===== src/rtl/sync_fifo_flags.sv =====
// sync_fifo_flags: parametrised single-clock FIFO with occupancy count,
// programmable almost-full/almost-empty flags, overflow/underflow pulses
// and a selectable first-word-fall-through read mode.
module sync_fifo_flags #(
  parameter int DATA_W    = 8,
  parameter int DEPTH     = 16,
  parameter int AFULL_TH  = DEPTH - 2,
  parameter int AEMPTY_TH = 2,
  parameter int FWFT      = 0
) (
  input  logic                       clk,
  input  logic                       rst,
  input  logic                       wr,
  input  logic                       rd,
  input  logic [DATA_W-1:0]          din,
  output logic [DATA_W-1:0]          dout,
  output logic                       full,
  output logic                       empty,
  output logic                       almost_full,
  output logic                       almost_empty,
  output logic [$clog2(DEPTH):0]     count,
  output logic                       overflow,
  output logic                       underflow
);

  localparam int AW = $clog2(DEPTH);
  localparam int CW = AW + 1;

  localparam logic [CW-1:0] DEPTH_C = CW'(DEPTH);
  localparam logic [CW-1:0] AF_C    = CW'(AFULL_TH);
  localparam logic [CW-1:0] AE_C    = CW'(AEMPTY_TH);

  logic [DATA_W-1:0] mem [DEPTH];
  logic [AW-1:0]     wr_ptr;
  logic [AW-1:0]     rd_ptr;
  logic [CW-1:0]     cnt;
  logic [CW-1:0]     cnt_nxt;
  logic              wr_ok;
  logic              rd_ok;

  assign count = cnt;

  // Acceptance from pre-edge flags and next occupancy
  always_comb begin
    wr_ok   = wr & ~full;
    rd_ok   = rd & ~empty;
    cnt_nxt = cnt;
    if (wr_ok && !rd_ok)
      cnt_nxt = cnt + 1'b1;
    else if (rd_ok && !wr_ok)
      cnt_nxt = cnt - 1'b1;
  end

  // Pointers, count, flags and error pulses; flags track post-edge occupancy
  always_ff @(posedge clk) begin
    if (rst) begin
      wr_ptr       <= '0;
      rd_ptr       <= '0;
      cnt          <= '0;
      empty        <= 1'b1;
      full         <= 1'b0;
      almost_full  <= 1'b0;
      almost_empty <= 1'b1;
      overflow     <= 1'b0;
      underflow    <= 1'b0;
    end else begin
      if (wr_ok)
        wr_ptr <= wr_ptr + 1'b1;
      if (rd_ok)
        rd_ptr <= rd_ptr + 1'b1;
      cnt          <= cnt_nxt;
      empty        <= (cnt_nxt == '0);
      full         <= (cnt_nxt == DEPTH_C);
      almost_full  <= (cnt_nxt >= AF_C);
      almost_empty <= (cnt_nxt <= AE_C);
      overflow     <= wr & full;
      underflow    <= rd & empty;
    end
  end

  // Storage write; contents survive reset, but reset blocks the write
  always_ff @(posedge clk) begin
    if (wr_ok && !rst)
      mem[wr_ptr] <= din;
  end

  generate
    if (FWFT != 0) begin : g_fwft
      // Head word shown directly; forced to zero while empty so reset reads 0
      always_comb begin
        dout = '0;
        if (!empty)
          dout = mem[rd_ptr];
      end
    end else begin : g_std
      // Registered read data, updated only on an accepted read
      always_ff @(posedge clk) begin
        if (rst)
          dout <= '0;
        else if (rd_ok)
          dout <= mem[rd_ptr];
      end
    end
  endgenerate

endmodule


===== config.mk =====
export PLATFORM = sky130hd
export DESIGN_NAME = sync_fifo_flags
export DESIGN_NICKNAME = d
export VERILOG_FILES = /design/src/rtl/sync_fifo_flags.sv
export SDC_FILE = /design/constraint.sdc
export NUM_CORES = 1
export LEC_CHECK = 0
export ABC_CLOCK_PERIOD_IN_PS = 2110
export CORE_MARGIN = 1.5
export CORE_UTILIZATION = 59
export CTS_CLUSTER_DIAMETER = 150
export CTS_CLUSTER_SIZE = 25
export DETAILED_ROUTE_END_ITERATION = 16
export HOLD_SLACK_MARGIN = 0.06
export PLACE_DENSITY = 0.78
export SLEW_MARGIN = 20
export SYNTH_ARGS = -nofsm -noshare
export SYNTH_HDL_FRONTEND = slang
export SYNTH_SLANG_ARGS = --single-unit

===== constraint.sdc =====
create_clock -name clk -period 2.11 [get_ports clk]
set_input_delay 0.211 -clock clk [delete_from_list [all_inputs] [get_ports clk]]
set_output_delay 0.211 -clock clk [all_outputs]
set_load 0.1 [all_outputs]

==> flow_metrics.py <==
metrics = {
    "cells_and_area": {
        "antenna_cells": 0,
        "fin_nets": 431,
        "utilization": 0.729,
        "syn_to_final_growth_pct": 18.6,
        "drive_above_1_share": 0.270,
        "fillers": 658,
    },
    "yosys": {
        "yosys.cell_count.top_type": "edfxtp_1",
        "yosysSeqAreaShare": 0.720,
        "yosys_warnings": 0,
        "synth_cell_type_count": 40,
        "synth_edf_count": 128,
        "yosysTopAreaCell": "edfxtp_1",
        "syn-instance-count": 356,
        "synthesis.nets": 375,
        "syn_avg_cell_area_um2": 17.1,
        "yosysTopAreaCellShare": 0.631,
        "synth_area_leaders": "edfxtp_1 63%, mux4_2 12%, dfxtp_1 8.9%",
        "ys_seq_elements": 155,
        "synth_flop_cell": "edfxtp_1",
        "netlist_top_cells_count": "128 x edfxtp_1, 40 x nor2_1, 32 x mux4_2",
        "async_flop_share": 0,
        "syn_area_um2": 6090,
    },
    "sta": {
        "setup_viol": 0,
        "whs_ps": 261,
        "relSlewSlack": 0.594,
        "worst_pin_slew_ps": 608,
        "hold_viol": 0,
        "finClkSkew_ps": 7.84,
        "rsz0062_at_grt": "no",
        "period_needed_ps": 1970,
        "tns_ps": 0,
        "finalCritPeriodShare": 0.933,
        "max_freq_mhz": 508,
        "maxSlewViolCount": 0,
    },
    "routing": {
        "firstDrtPassIters": 4,
        "drc_errors": 0,
        "wl_met2_mm": 6.16,
        "routed.top_layer": "met4",
        "vias": 3303,
        "wl_mm": 12.1,
        "wl_per_cell_um": 21.8,
        "drt_iter0_markers": 202,
        "route.met3.wl_um": 813,
        "wl_met1_mm": 4.95,
        "via_per_inst": 5.94,
        "ant_nets": 0,
    },
    "clock_network": {
        "cts_max_level": 4,
        "clk_latency_ps": 550,
        "ctsHoldBuffers": 0,
        "clk_pin_slew_ps": 60,
        "post_cts_buffers": 0,
        "numCtsBuffers": 17,
        "cts_resized": 0,
        "cts_root_buf": "clkbuf_8",
        "cts_sinks": 155,
        "cts_buffer_depth": 2,
        "cts_tree": "done",
    },
    "worst_setup_path": {
        "r2r_slack_ps": 140,
        "r2r-start": "count[0]",
        "cp-endpoint": "full",
        "worstSetupPathType": "reg -> reg",
        "crit_slowest_cell": "or4_1",
        "endpoint_kind": "flip-flop",
        "cp.required_ps": 2560,
        "crit_family": "simple AND/OR/NAND/NOR gates",
        "cp-startpoint": "count[0]",
        "cp_cell_sequence": "inv_1 -> ha_1 -> or4_1 -> o211ai_1 -> nand2_1 -> nor4b_2",
        "critPathLaunchType": "flip-flop",
        "timing.rr.end": "full",
        "critPathBufInv": 1,
        "r2r_cells": 6,
        "critPathArrivalTime_ps": 2420,
        "critPathMaxStageDelay_ps": 520,
        "critPathMaxFanout": 7,
        "worstSetupPathDepth": 6,
    },
    "floorplanning": {
        "start_util": 0.615,
        "die_h_um": 105,
        "placement_rows": 36,
        "ios": 31,
        "die_area_um2": 10900,
        "core_um2": 9910,
        "die_x_um": 105,
    },
    "power_and_ir_drop": {
        "total_power_w": 0.00772,
        "leakage_nw": 2.42,
        "p_per_area_nw_per_um2": 1070,
        "vdd_drop_max_v": 0.000806,
    },
    "outcome": {
        "status": "complete, no violations",
    },
    "grt": {
        "grt_pass1_vias": 3433,
        "grt_start_max_net_pins": 30,
        "grt_pass1_wl_mm": 18.9,
        "track_usage": 0.244,
        "grt.overflow.total": 0,
        "grt_antenna_before_repair": 0,
    },
    "run": {
        "drv_cap": 0,
    },
    "placement": {
        "hpwl_mm": 7.71,
        "gp_congestion": 0.873,
        "io_buffers": 30,
    },
    "worst_hold_path": {
        "hp-class": "in -> reg",
        "min_from": "wr",
    },
}
## per-layer routing
layer,track usage,vias up
li1,-,1500
met1,0.314,1663
met2,0.383,123
met3,0.0923,17
met4,0.0861,0
met5,0,-
## worst min-delay path by stage
stage | to | slack (ps) | cells after the start
finish | overflow | 260 | 3
global route | overflow | 250 | 3
CTS | overflow | 240 | 3
detailed placement | overflow | 460 | 2
global placement | overflow | 450 | 2
floorplan | mem[0][0] | 310 | 0
## sequential cells by signal, indices dropped and copies added, names as in the netlist
signal and cells:
empty 1, almost_full 1, rd_ptr 4, mem 128
overflow 1, count 5, wr_ptr 4, underflow 1
almost_empty 1, dout 8, full 1
## cells by family after synthesis
kind of cell | share of synthesized area
multiplexers | 0.118
adder cells (fa/ha/maj) | 0.0144
AO/OA/AOI/OAI | 0.0515
flip-flops | 0.720
AND/OR/NAND/NOR | 0.0641
XOR/XNOR | 0.0142
buffers and inverters | 0.0181
## through the flow
stage,setup WS (ps),cells,cell area [um^2]
global placement,76.0,526,6660
global route,18.9,556,7230
floorplan,66.2,356,6100
finish,141,556,7230
CTS,158,556,7230
detailed placement,-43.6,526,6660
## power breakdown
group / internal (W) / total (W) / switching [W]
clock network: 0.00179 / 0.00295 / 0.00115
logic: 0.000429 / 0.00129 / 0.000864
registers: 0.00341 / 0.00348 / 0.0000679
## final cells by class
type | instances | area [um^2] | share of cell area
Tap cell | 133 | 166 | 0.0230
Timing Repair Buffer | 56 | 473 | 0.0654
Inverter | 6 | 22.5 | 0.00312
Clock inverter | 10 | 144 | 0.0199
Sequential cell | 155 | 4400 | 0.608
Clock buffer | 20 | 425 | 0.0589
Multi-Input combinational cell | 176 | 1600 | 0.221
## tightest hold or removal path, delay by kind of cell
family,cells,cell delay (ps)
and+or+nand+nor,2,120
buffers and inverters,1,440
## placed cells by master (no fill, tap or decap), types with 6 or more instances in the layout
| master | netlist | layout |
|---|---|---|
| dfxtp_1 | 27 | 21 |
| clkdlybuf4s50_1 | 0 | 11 |
| edfxtp_1 | 128 | 128 |
| mux4_2 | 32 | 32 |
| a22oi_1 | 16 | 16 |
| a21oi_1 | 20 | 20 |
| buf_4 | 2 | 43 |
| clkbuf_16 | 0 | 16 |
| nand2_1 | 16 | 16 |
| inv_1 | 6 | 6 |
| ha_1 | 7 | 7 |
| nor2_1 | 40 | 40 |
Power figures use the tool's default switching activity.
